`src/rtl/result_packer.sv`:
```
// Serialises a packet of WORD_W-bit result words into a byte stream: header, length,
// little-endian data bytes and (with RESULT_PACKER_CHECKSUM_EN defined) an XOR trailer.
module result_packer #(
    parameter int unsigned WORD_W   = 32,
    parameter logic [7:0]  HDR_BYTE = 8'hA5
) (
    input  logic              clk,
    input  logic              rst,
    input  logic              start,
    input  logic [7:0]        len,
    input  logic [WORD_W-1:0] word_in,
    input  logic              word_valid,
    output logic              word_ready,
    output logic [7:0]        out_byte,
    output logic              out_set,
    input  logic              out_full,
    output logic              busy,
    output logic              done
);

    localparam int unsigned      BYTES    = WORD_W / 8;
    localparam int unsigned      IDX_W    = (BYTES > 1) ? $clog2(BYTES) : 1;
    localparam logic [IDX_W-1:0] LAST_IDX = IDX_W'(BYTES - 1);

    typedef enum logic [2:0] {
        S_IDLE,
        S_HDR,
        S_LEN,
        S_LOAD,
        S_DATA
`ifdef RESULT_PACKER_CHECKSUM_EN
        , S_CSUM
`endif
    } state_t;

    state_t            state_q, state_d;
    logic [7:0]        len_q, len_d;
    logic [7:0]        remaining_q, remaining_d;
    logic [WORD_W-1:0] word_q, word_d;
    logic [IDX_W-1:0]  byte_idx_q, byte_idx_d;
    logic              done_q, done_d;
`ifdef RESULT_PACKER_CHECKSUM_EN
    logic [7:0]        csum_q, csum_d;
`endif

    logic [7:0] word_bytes [BYTES];
    logic [7:0] data_byte;
    logic       emitting;
    logic [7:0] byte_mux;

    for (genvar gi = 0; gi < BYTES; gi++) begin : g_word_bytes
        assign word_bytes[gi] = word_q[gi*8 +: 8];
    end

    assign data_byte = word_bytes[byte_idx_q];

    always_comb begin
        emitting = 1'b0;
        byte_mux = 8'h00;
        case (state_q)
            S_HDR: begin
                emitting = 1'b1;
                byte_mux = HDR_BYTE;
            end
            S_LEN: begin
                emitting = 1'b1;
                byte_mux = len_q;
            end
            S_DATA: begin
                emitting = 1'b1;
                byte_mux = data_byte;
            end
`ifdef RESULT_PACKER_CHECKSUM_EN
            S_CSUM: begin
                emitting = 1'b1;
                byte_mux = csum_q;
            end
`endif
            default: begin
                emitting = 1'b0;
                byte_mux = 8'h00;
            end
        endcase
    end

    // A byte is consumed exactly when the strobe is up; that is the only advance condition.
    assign out_set    = emitting & ~out_full;
    assign out_byte   = byte_mux;
    assign word_ready = (state_q == S_LOAD);
    assign busy       = (state_q != S_IDLE);
    assign done       = done_q;

    always_comb begin
        state_d     = state_q;
        len_d       = len_q;
        remaining_d = remaining_q;
        word_d      = word_q;
        byte_idx_d  = byte_idx_q;
        done_d      = 1'b0;
`ifdef RESULT_PACKER_CHECKSUM_EN
        csum_d      = csum_q;
`endif
        case (state_q)
            S_IDLE: begin
                if (start) begin
                    len_d       = len;
                    remaining_d = len;
`ifdef RESULT_PACKER_CHECKSUM_EN
                    csum_d      = len;
`endif
                    state_d     = S_HDR;
                end
            end
            S_HDR: begin
                if (out_set) begin
                    state_d = S_LEN;
                end
            end
            S_LEN: begin
                if (out_set) begin
                    if (remaining_q != 8'd0) begin
                        state_d = S_LOAD;
                    end else begin
`ifdef RESULT_PACKER_CHECKSUM_EN
                        state_d = S_CSUM;
`else
                        state_d = S_IDLE;
                        done_d  = 1'b1;
`endif
                    end
                end
            end
            S_LOAD: begin
                if (word_valid) begin
                    word_d      = word_in;
                    byte_idx_d  = '0;
                    remaining_d = remaining_q - 8'd1;
                    state_d     = S_DATA;
                end
            end
            S_DATA: begin
                if (out_set) begin
`ifdef RESULT_PACKER_CHECKSUM_EN
                    csum_d = csum_q ^ data_byte;
`endif
                    if (byte_idx_q == LAST_IDX) begin
                        if (remaining_q != 8'd0) begin
                            state_d = S_LOAD;
                        end else begin
`ifdef RESULT_PACKER_CHECKSUM_EN
                            state_d = S_CSUM;
`else
                            state_d = S_IDLE;
                            done_d  = 1'b1;
`endif
                        end
                    end else begin
                        byte_idx_d = byte_idx_q + IDX_W'(1);
                    end
                end
            end
`ifdef RESULT_PACKER_CHECKSUM_EN
            S_CSUM: begin
                if (out_set) begin
                    state_d = S_IDLE;
                    done_d  = 1'b1;
                end
            end
`endif
            default: begin
                state_d = S_IDLE;
            end
        endcase
    end

    always_ff @(posedge clk or negedge rst) begin
        if (!rst) begin
            state_q     <= S_IDLE;
            len_q       <= 8'h00;
            remaining_q <= 8'h00;
            word_q      <= '0;
            byte_idx_q  <= '0;
            done_q      <= 1'b0;
`ifdef RESULT_PACKER_CHECKSUM_EN
            csum_q      <= 8'h00;
`endif
        end else begin
            state_q     <= state_d;
            len_q       <= len_d;
            remaining_q <= remaining_d;
            word_q      <= word_d;
            byte_idx_q  <= byte_idx_d;
            done_q      <= done_d;
`ifdef RESULT_PACKER_CHECKSUM_EN
            csum_q      <= csum_d;
`endif
        end
    end

endmodule

```
`config.mk`:
```
export PLATFORM = sky130hd
export DESIGN_NAME = result_packer
export DESIGN_NICKNAME = d
export VERILOG_FILES = /design/src/rtl/result_packer.sv
export SDC_FILE = /design/constraint.sdc
export NUM_CORES = 1
export LEC_CHECK = 0
export BUFFER_PORTS_ARGS = -buffer_cell sky130_fd_sc_hd__buf_2
export CORE_ASPECT_RATIO = 0.7
export CORE_MARGIN = 8
export CORE_UTILIZATION = 45
export DETAILED_ROUTE_END_ITERATION = 10
export GPL_TIMING_DRIVEN = 1
export PLACE_DENSITY_LB_ADDON = 0.08
export SLEW_MARGIN = 20
export SYNTH_ARGS = -nofsm -noshare
export SYNTH_HDL_FRONTEND = slang
export SYNTH_SLANG_ARGS = --single-unit
```
`constraint.sdc`:
```
create_clock -name clk -period 2.62 [get_ports clk]
set_input_delay 0 -clock clk [delete_from_list [all_inputs] [get_ports clk]]
set_output_delay 0 -clock clk [all_outputs]
set_load 0.005 [all_outputs]
```
---- Word level (Yosys, flattened, before mapping) ----
Cells that the tools add are included.
word-level totals
  register bits ........................... 54
  bits of input ports ..................... 45
  output and inout bits ................... 12
  word-level logic and storage cells ...... 60
cells by class
  add/sub/neg operators ................... 2
  order comparisons ....................... 1
  equality and inequality tests ........... 12
  multiplexer cells ....................... 25
  bitwise logic cells ..................... 3
  reductions and logical operators ........ 11
operators with widths
  cell                                                                 count
  8-bit two-way mux                                                    4
  8-bit one-hot mux with 3 select lines                                1
  3-bit two-way mux                                                    6
  8-bit binary-select mux with 2-bit select                            1
  8-bit one-hot mux with 2 select lines                                1
  3-bit one-hot mux with 5 select lines                                1
  2-bit inequality test (second input constant)                        7
  2-bit two-way mux                                                    4
  8-bit nonzero test                                                   1
  8-bit by 1-bit subtractor with 8-bit output (second input constant)  1
  3-bit by 2-bit == test with 1-bit output (second input constant)     2
  6-bit AND reduction                                                  1
  1-bit two-way mux                                                    5
  2-bit one-hot mux with 2 select lines                                1
  2-bit AND reduction                                                  2
  4-bit AND reduction                                                  1
  2-bit nonzero test                                                   2
  3-bit by 1-bit == test with 1-bit output (second input constant)     1
  3-bit == test (second input constant)                                1
  3-bit >= comparator (second input constant)                          1
  3-bit logical NOT                                                    1
  2-bit inverter with 3-bit output                                     1
  3-bit AND reduction                                                  1
  3-bit nonzero test                                                   1
  other kinds (6)                                                      6

---- Depth between registers and ports, before layout ----
Gate-level depths: netlist of the first run.
  depth in word-level cells ............... 6
  depth in mapped cells ................... 7
  depth with buffers taken out ............ 6

---- Worst setup path after synthesis of the first run ----
OpenSTA, ideal clock, no wires.
  path kind ............................... register to register
  start point ............................. register remaining_q[0]
  end point ............................... register remaining_q[6]
  setup time .............................. 121 ps
  data arrival time ....................... 1486 ps
  data required time ...................... 2499 ps
  setup slack ............................. 1013 ps
  cell stages (with the launch flop) ...... 7
  buffers on the path ..................... 0
  period minus slack after synthesis ...... 1607 ps
  path through ............................ dfrtp_1 -> inv_1 -> ha_1 -> or4b_1 -> nor2_1 -> a31oi_1 -> o22a_1
on the way
  cells in the longest elaborated chain, start to end .. 3
RTL lines
  item                                         line  RTL
  start: declaration                           38    logic [7:0] remaining_q, remaining_d;
  start signal: assignment                     190   remaining_q <= remaining_d;
  8-bit by 1-bit subtractor with 8-bit output  137   remaining_d = remaining_q - 8'd1;
  8-bit two-way mux                            134   if (word_valid) begin
  8-bit one-hot mux with 2 select lines        103   case (state_q)
No other way between the ends. The select of a mux whose other input is x is not followed.
A chain may end at the register's enable or synchronous reset.

---- Final worst setup path of the first run ----
  start point ............................. register byte_idx_q[0]
  end point ............................... output port out_byte[0]
on the way
  cells in the longest elaborated chain, start to end .. 5
RTL lines
  item                                                    line  RTL
  start: declaration                                      40    logic [IDX_W-1:0] byte_idx_q, byte_idx_d;
  start signal: assignment                                192   byte_idx_q <= byte_idx_d;
  2-bit inverter with 3-bit output (not written as such)  55    assign data_byte = word_bytes[byte_idx_q];
  8-bit binary-select mux with 2-bit select               55
  8-bit two-way mux (not written as such) (2 in a row)    55
  8-bit one-hot mux with 3 select lines                   60    case (state_q)
  end: declaration                                        14    output logic [7:0] out_byte,
No other way between the ends. The select of a mux whose other input is x is not followed.

==> impl_results.md, run 1 <==
- Antenna cells: 0
- Crit path largest cell delay: 750 ps
- Commonest non-fill, non-tap cell in the layout: buf_2
- Drt total wl: 6.589 mm
- Unique masters post-synth: 45
- H-tree depth: 2
- Placed cell count: 351
- DRT antenna net count: 0
- Yosys top cell area share: 49.02%
- Top post-synthesis cells by area: dfrtp_1 49%, mux2_2 16%, mux4_2 6.5%
- Crit path kind: reg2out
- TritonCTS buffer count: 5
- TritonCTS clock tree: done
- Clock transition at the registers of the reported paths: 100 ps
- Worst path cell trace: mux4_2 -> a221o_1 -> buf_2
- DIE WIDTH: 109.5 um
- CTS Buffer Depth: 2
- Mean routed wirelength per cell: 16.47 um
- Post-CTS Setup Repair Bufs: 0
- CP top delay family: flip-flops
- Final Non-Filler Cells: 400
- Post-layout nets: 368
- Boundary Pins: 57
- CTS root buf: clkbuf_8
- Max Cap Viol: 0
- Num rows: 24
- Mapped Cells: 226
- CP Capture Type: output port
- Clk Latency, worst-skew pair: 310 ps
- Synth Register Bits: 54
- Post-DP HPWL: 4.723 mm
- Critical Path AT: 2130 ps
- Final period util: 81.18%
- DRT iter0 DRCs: 106
- Core area: 6066 um^2
- Setup TNS: 0 ps
- Crit path time final: 2127 ps
- Slowest cell on crit path: dfrtp_1
- Sum of buffers and inverters on the critical path: 1
- Die Y: 81.48 um
- Leak Pwr: 1.599 nW
- GPL Wtd Cong: 0.8366
- Initial DRT Pass Iterations: 4
- Die ar.: 8926 um^2
- Outcome: finished clean
- RSZ-0062 raised after global routing: false
- Syn Nets: 273
- YS warnings: 0
- Largest net degree at the start of global routing: 36
- Final core utilization: 59.30%
- Vias in the first global route: 2179
- Starting Density: 45.44%
- Slew Limit Fails: 0
- Clk sinks: 54
- Critical Path RT: 2620 ps
- Worst Setup Start Kind: register
- Post-synthesis sequential area ratio: 49.02%
- Via count: 2139
- Worst-path maximum fanout: 11
- Tot GR Track Use: 15.69%
- Initial antenna violation count: 0
- Grt ovf: 0
- Max_slew headroom: 59.13%
- Setup violators final: 0
- Maximum vdd drop: 0.0004435 V
- First-pass GRT wire length: 10.97 mm
- Mean Syn Cell Area: 12.20 um^2
- FILL cells: 512
- Power per Cell Area: 1034 nW/um^2
- Final Hold Fails: 0
- Drt via density: 5.348
- Netlist Area Pre-Place: 2756 um^2
- P&R area growth vs syn: 30.50%
- Hold_ws: 76.82 ps
- Worst Tran Pin Value: 613.1 ps
- Commonest cells after routing, fill and taps aside: 56 x buf_2, 54 x dfrtp_1, 41 x dlygate4sd3_1
- Clk_skew: 15.67 ps
- Number of port buffers: 56
- Layout cells sized above 1: 38.82%
- HP Class: in2reg
- Peak Freq: 470.1 MHz
- Post-route DRC: 0
- Leading area contributor after synthesis: dfrtp_1
==> power by group <==
group	switching [mW]	leakage (nW)	internal [mW]
Sequential	0.384	0.656	1.24
Combinational	0.674	0.893	0.926
Clock	0.298	0.0502	0.199
==> Yosys cell counts, drive strengths merged <==
master   number
a31o          1
or4b          1
or3           2
nor4b         1
o311ai        1
ha            2
clkbuf        5
nand2b        1
buf           9
nor3b         3
o211ai        2
nor4          1
o21ai        15
o221ai        1
nand3b        1
o2bb2ai       1
o21bai        1
inv           6
a211oi        1
nor3          4
nand2         9
nor2         19
dfrtp        54
mux2         39
and2b         1
o21ba         1
mux4          8
a31oi         2
and4bb        1
o22a          1
o311a         1
a21oi         8
nand4b        1
mux2i         1
nor2b         6
a22oi         6
a221o         4
or2           1
and2          1
o31ai         3
==> layer usage <==
layer	wire, um	GRT usage, %
met1	3213	23.09
met2	2978	23.17
met3	380	3.762
met4	17	2.819
met5	0	0
==> through the flow <==
step / power, mW / setup WS [ps] / cell area [um^2]
floorplan: 2.768 / 1013 / 2756
global placement: 3.170 / 722.9 / 3089
detailed placement: 3.197 / 720.4 / 3089
CTS: 3.749 / 443.1 / 3597
global route: 4.028 / 352.0 / 3597
finish: 3.721 / 493.0 / 3597
==> sequential cells by signal, summed over array words and instances, names as in the netlist <==
name and count:
byte_idx_q 2, state_q 3, done 1, word_q 32
remaining_q 8, len_q 8
==> logic make-up (layout without fill, tap and decap cells) <==
| group | after synthesis | after routing | share of synthesized area (%) |
|---|---|---|---|
| AND/OR/NAND/NOR | 53 | 53 | 10.76 |
| buffers and inverters | 20 | 116 | 3.813 |
| AO/OA/AOI/OAI | 49 | 49 | 12.66 |
| multiplexers | 48 | 48 | 22.83 |
| adder cells (fa/ha/maj) | 2 | 2 | 0.9077 |
| flip-flops | 54 | 54 | 49.02 |
==> area by class of cell <==
cell class	count	area, um^2	area share, %
Tap cell	78	97.59	2.713
Timing Repair Buffer	102	728.2	20.24
Sequential cell	54	1351	37.57
Clock inverter	3	28.78	0.8000
Inverter	6	22.52	0.6261
Clock buffer	5	68.82	1.913
Multi-Input combinational cell	152	1300	36.14
==> final timing paths <==
path,start,slack (ps),cells after the start,endpoint
setup / recovery,byte_idx_q[0]$_DFFE_PN0P_,490,3,out_byte[0]
hold / removal,out_full,80,3,done$_DFF_PN0_
setup reg to reg,state_q[0]$_DFFE_PN0P_,710,3,word_q[28]$_DFFE_PN0P_
hold reg to reg,word_q[20]$_DFFE_PN0P_,510,1,word_q[20]$_DFFE_PN0P_
min in group asynchronous,rst,170,2,word_q[10]$_DFFE_PN0P_
max in group asynchronous,rst,1630,3,word_q[3]$_DFFE_PN0P_
==> worst min-delay path, delay by kind of cell <==
kind / cells / cell delay, ps
simple gates: 2 / 190
buf+inv: 1 / 160
==> what timing repair did <==
item                                   CTS  global route
resized for setup                        0             0
endpoints found under the hold margin   62             0
hold buffers                            41             0
Power figures use the tool's default switching activity.
==> run 2, diff against run 1 <==
clock period = 1.8 ns   (was 2.62 ns; I/O delays follow)
==> impl_results.md, run 2 (synthesized netlist as in run 1, its figures left out) <==
- Outcome: finished clean (unchanged)
- H-tree depth: 2 (unchanged)
- Commonest non-fill, non-tap cell in the layout: buf_2 (unchanged)
- Starting Density: 45.44% (unchanged)
- Worst path cell trace: buf_12 -> mux4_2 -> a221o_1 -> buf_2 (was mux4_2 -> a221o_1 -> buf_2)
- DRT antenna net count: 0 (unchanged)
- Final Non-Filler Cells: 418 (was 400)
- Leak Pwr: 1.698 nW (was 1.599 nW)
- Via count: 2194 (was 2139)
- Num rows: 24 (unchanged)
- Worst Setup Start Kind: register (unchanged)
- Worst-path maximum fanout: 5 (was 11)
- Setup violators final: 0 (unchanged)
- Die Y: 81.48 um (unchanged)
- Clock transition at the registers of the reported paths: 90 ps (was 100 ps)
- Commonest cells after routing, fill and taps aside: 56 x buf_2, 50 x dfrtp_1, 40 x dlygate4sd3_1 (was 56 x buf_2, 54 x dfrtp_1, 41 x dlygate4sd3_1)
- Pwr Total: 5.786 mW (was 3.721 mW)
- Drt total wl: 6.921 mm (was 6.589 mm)
- Grt ovf: 0 (unchanged)
- Power per Cell Area: 1528 nW/um^2 (was 1034 nW/um^2)
- TritonCTS buffer count: 5 (unchanged)
- Boundary Pins: 57 (unchanged)
- Crit path time final: 1799 ps
- Clk Latency, worst-skew pair: 300 ps (was 310 ps)
- Max FFs per register: 32 (unchanged)
- Die ar.: 8926 um^2 (unchanged)
- RSZ-0062 raised after global routing: true (was false)
- Clk_skew: 5.611 ps (was 15.67 ps)
- CP Capture Type: output port (unchanged)
- Maximum vdd drop: 0.0006841 V (was 0.0004435 V)
- Layout cells sized above 1: 44.71% (was 38.82%)
- GPL Wtd Cong: 0.7936 (was 0.8366)
- Post-DP HPWL: 4.786 mm (was 4.723 mm)
- Setup TNS: 0 ps (unchanged)
- First-pass GRT wire length: 11.36 mm (was 10.97 mm)
- Hold_ws: 8.233 ps (was 76.82 ps)
- Top flop regs: word_q: 32 flops, len_q: 8 flops, remaining_q: 8 flops (unchanged)
- Slowest cell on crit path: mux4_2 (was dfrtp_1)
- CTS Buffer Depth: 2 (unchanged)
- Sum of buffers and inverters on the critical path: 2 (was 1)
- Peak Freq: 555.9 MHz
- CP top delay family: multiplexers (was flip-flops)
- Initial DRT Pass Iterations: 4 (unchanged)
- CTS root buf: clkbuf_8 (unchanged)
- TritonCTS clock tree: done (unchanged)
- Placed cell count: 366 (was 351)
- Reg with most FFs: word_q (unchanged)
- DIE WIDTH: 109.5 um (unchanged)
- Final Hold Fails: 0 (unchanged)
- Crit path largest cell delay: 510 ps (was 750 ps)
- Number of port buffers: 56 (unchanged)
- Worst Tran Pin Value: 469.3 ps (was 613.1 ps)
- FILL cells: 500 (was 512)
- Critical Path AT: 1800 ps (was 2130 ps)
- Critical Path RT: 1800 ps (was 2620 ps)
- P&R area growth vs syn: 37.40% (was 30.50%)
- Tot GR Track Use: 16.30% (was 15.69%)
- Post-layout nets: 386 (was 368)
- Post-route DRC: 0 (unchanged)
- HP Class: in2reg (unchanged)
- Initial antenna violation count: 0 (unchanged)
- Mean routed wirelength per cell: 16.56 um (was 16.47 um)
- Clk sinks: 54 (unchanged)
- DRT iter0 DRCs: 90 (was 106)
- Core area: 6066 um^2 (unchanged)
- Final period util: 99.94%
- Max Cap Viol: 0 (unchanged)
- Antenna cells: 0 (unchanged)
- Largest net degree at the start of global routing: 55 (was 36)
- Slew Limit Fails: 0 (unchanged)
- Vias in the first global route: 2379 (was 2179)
- Max_slew headroom: 68.65% (was 59.13%)
- Crit path kind: reg2out (unchanged)
- Drt via density: 5.249 (was 5.348)
-- run 2: cell types whose count changed in the layout (fill, tap and decap cells not counted), moves of 3 or more --
| cell | before | now |
|---|---|---|
| buf_4 | 5 | 20 |
| a22oi_1 | 6 | 2 |
| a22oi_2 | 0 | 4 |
| dfrtp_1 | 54 | 50 |
| dfrtp_2 | 0 | 4 |
| buf_12 | 0 | 3 |
-- run 2: path summary, 6_finish.rpt --
check / start / endpoint / slack, ps / depth (start not counted)
max in group asynchronous: rst / state_q[0]$_DFFE_PN0P_ / 1320 / 3
worst min register to register: word_q[16]$_DFFE_PN0P_ / word_q[16]$_DFFE_PN0P_ / 500 / 1
min in group asynchronous: rst / remaining_q[3]$_DFFE_PN0P_ / 200 / 3
worst min-delay path: len[0] / remaining_q[0]$_DFFE_PN0P_ / 8 / 3
worst max-delay path: byte_idx_q[0]$_DFFE_PN0P_ / out_byte[7] / 1 / 4
worst max register to register: remaining_q[1]$_DFFE_PN0P_ / remaining_q[6]$_DFFE_PN0P_ / 90 / 6
-- run 2: layout make-up --
cell class	count	area, um^2	area share, %
Clock buffer	6	72.57	1.916
Multi-Input combinational cell	152	1323	34.92
Clock inverter	2	13.76	0.3634
Sequential cell	54	1356	35.81
Tap cell	78	97.59	2.577
Timing Repair Buffer	120	902.1	23.82
Inverter	6	22.52	0.5946
-- run 2: metrics by stage --
| stage | cell area (um^2) | setup WS [ps] | utilization [%] |
|---|---|---|---|
| after floorplan | 2756 | 192.9 | - |
| after global placement | 3239 | 167.4 | 53.40 |
| after detailed placement | 3239 | 125.1 | 53.40 |
| after CTS | 3810 | -24.59 | 62.81 |
| after global routing | 3787 | -54.52 | 62.44 |
| final | 3787 | 1.081 | 62.44 |
-- run 2: worst reg2reg max path, cell delays in order, from the launching register on --
cell     delay (ps)
dfrtp_1         410
inv_1            70
ha_1            180
or4b_1          500
nor2_1          160
a31oi_1         100
o22a_1          190
-- run 2: timing repair --
| action | CTS | global route |
|---|---|---|
| hold endpoints to repair | 95 | 0 |
| gates resized for setup | 10 | 1 |
| buffers inserted | 4 | 0 |
| pin swaps | 3 | 2 |
| endpoints found under the setup margin | 4 | 10 |
| hold buffers | 40 | 0 |
| cloned | 1 | 0 |
-- run 2: metal layers --
layer	share of wire, %	up-vias	GRT usage [%]
met4	0.20	0	3.758
li1	-	1061	-
met3	4.5	2	3.918
met1	48	1089	21.73
met5	0	-	0
met2	48	42	26.47
-- run 2: where the power goes --
| part | internal (mW) | total (mW) | switching [mW] |
|---|---|---|---|
| clock network | 0.276 | 0.666 | 0.391 |
| logic | 1.65 | 2.88 | 1.23 |
| registers | 1.82 | 2.24 | 0.425 |
==> run 3, diff against run 2 <==
PLACE_DENSITY = 0.75   (was default)
PLACE_DENSITY_LB_ADDON = default   (was 0.08)
==> impl_results.md, run 3 (synthesized netlist as in run 1, its figures left out) <==
- Outcome: complete, but fails checks (was finished clean)
- Failing checks: negative setup slack
- Drt total wl: 7.124 mm (was 6.921 mm)
- Max FFs per register: 32 (unchanged)
- Register area: 1355 um^2 (was 1356 um^2)
- Clk_skew: 8.437 ps (was 5.611 ps)
- Placed cell count: 360 (was 366)
- TritonCTS buffer count: 5 (unchanged)
- FILL cells: 475 (was 500)
- Core area: 6066 um^2 (unchanged)
- GPL Wtd Cong: 0.8626 (was 0.7936)
- Grt ovf: 0 (unchanged)
- Die Y: 81.48 um (unchanged)
- Power per Cell Area: 1543 nW/um^2 (was 1528 nW/um^2)
- Top flop regs: word_q: 32 flops, len_q: 8 flops, remaining_q: 8 flops (unchanged)
- Boundary Pins: 57 (unchanged)
- H-tree depth: 2 (unchanged)
- Max_slew headroom: 64.53% (was 68.65%)
- Commonest non-fill, non-tap cell in the layout: buf_2 (unchanged)
- Tot GR Track Use: 16.94% (was 16.30%)
- Initial DRT Pass Iterations: 4 (unchanged)
- Drt via density: 5.409 (was 5.249)
- Worst Tran Pin Value: 532.1 ps (was 469.3 ps)
- Clock transition at the registers of the reported paths: 100 ps (was 90 ps)
- Maximum vdd drop: 0.0008399 V (was 0.0006841 V)
- Largest net degree at the start of global routing: 37 (was 55)
- Post-route DRC: 0 (unchanged)
- Die ar.: 8926 um^2 (unchanged)
- Layout cells sized above 1: 44.78% (was 44.71%)
- Final Hold Fails: 0 (unchanged)
- Worst Setup Start Kind: register (unchanged)
- Number of port buffers: 56 (unchanged)
- DRT iter0 DRCs: 128 (was 90)
- Peak Freq: 545.3 MHz (was 555.9 MHz)
- Initial antenna violation count: 0 (unchanged)
- CP Capture Type: output port (unchanged)
- Clk sinks: 54 (unchanged)
- Slew Limit Fails: 0 (unchanged)
- Final worst setup slack: -33.85 ps (was 1.081 ps)
- Max Cap Viol: 0 (unchanged)
- Mean routed wirelength per cell: 17.25 um (was 16.56 um)
- DIE WIDTH: 109.5 um (unchanged)
- Crit path kind: reg2out (unchanged)
- Critical Path AT: 1830 ps (was 1800 ps)
- Worst-path maximum fanout: 9 (was 5)
- Final core utilization: 62.19% (was 62.44%)
- Final Non-Filler Cells: 413 (was 418)
- Setup WS pre-CTS: 116.4 ps (was 125.1 ps)
- DRT antenna net count: 0 (unchanged)
- Setup violators final: 2 (was 0)
- Starting Density: 45.44% (unchanged)
- Vias in the first global route: 2368 (was 2379)
- CTS Buffer Depth: 2 (unchanged)
- CTS root buf: clkbuf_8 (unchanged)
- Via count: 2234 (was 2194)
- Area of the multi-input gates: 1338 um^2 (was 1323 um^2)
- Leak Pwr: 1.683 nW (was 1.698 nW)
- Antenna cells: 0 (unchanged)
- Reg with most FFs: word_q (unchanged)
- First-pass GRT wire length: 11.70 mm (was 11.36 mm)
- Commonest cells after routing, fill and taps aside: 56 x buf_2, 51 x dfrtp_1, 40 x dlygate4sd3_1 (was 56 x buf_2, 50 x dfrtp_1, 40 x dlygate4sd3_1)
- Post-DP HPWL: 4.972 mm (was 4.786 mm)
- TritonCTS clock tree: done (unchanged)
- Num rows: 24 (unchanged)
- Critical Path RT: 1800 ps (about the same)
- Post-layout nets: 381 (was 386)
- HP Class: in2reg (unchanged)
- Setup TNS: -52.52 ps (was 0 ps)
- Final period util: 101.9% (was 99.94%)
- Clk Latency, worst-skew pair: 310 ps (was 300 ps)
- P&R area growth vs syn: 36.86% (was 37.40%)
- Crit path time final: 1834 ps (was 1799 ps)
- RSZ-0062 raised after global routing: true (unchanged)
run 3: metal layers:
metal	GRT usage (%)	vias up	wire length (um)
met1	21.55	1110	3058
met4	4.966	0	124
met3	4.467	12	374
li1	-	1050	-
met2	28.03	62	3568
met5	0	-	0
run 3: layout make-up:
type | count | area share [%]
Sequential cell | 54 | 35.92
Multi-Input combinational cell | 152 | 35.46
Timing Repair Buffer | 115 | 22.82
Tap cell | 78 | 2.587
Clock buffer | 6 | 2.189
Inverter | 6 | 0.5970
Clock inverter | 2 | 0.4312
run 3: path summary, 6_finish.rpt:
path                                            startpoint  cells past startpoint                    endpoint  slack, ps
worst min register to register      word_q[29]$_DFFE_PN0P_                      1      word_q[29]$_DFFE_PN0P_        510
min in group asynchronous                              rst                      2              done$_DFF_PN0_        190
worst max register to register  remaining_q[1]$_DFFE_PN0P_                      6  remaining_q[6]$_DFFE_PN0P_        130
max in group asynchronous                              rst                      3      word_q[24]$_DFFE_PN0P_       1050
worst max-delay path             byte_idx_q[0]$_DFFE_PN0P_                      4                 out_byte[7]        -30
worst min-delay path                                len[0]                      3  remaining_q[0]$_DFFE_PN0P_         10
run 3: what timing repair did:
| action | in CTS | in global routing |
|---|---|---|
| cloned | 0 | 0 |
| pin swaps | 1 | 0 |
| hold buffers | 40 | 0 |
| endpoints found under the setup margin | 4 | 9 |
| resized for setup | 6 | 6 |
| endpoints found under the hold margin | 62 | 0 |
| buffers inserted | 3 | 2 |
run 3: where the power goes:
part | total (mW) | switching, mW | internal, mW
clock | 0.731 | 0.414 | 0.318
sequential | 2.26 | 0.447 | 1.82
combinational | 2.83 | 1.22 | 1.61
run 3: per-stage QoR:
step,hold slack [ps],area (um^2),total power [mW]
floorplan,-295.6,2756,4.028
global placement,10.55,3194,4.754
detailed placement,6.818,3194,4.872
CTS,13.10,3732,5.736
global route,12.65,3772,6.229
finish,12.91,3772,5.822
run 3: worst max-delay path, stage by stage (launching register included):
cell	delay, ps
dfrtp_1	380
buf_12	140
mux4_2	520
a221o_1	340
buf_2	140
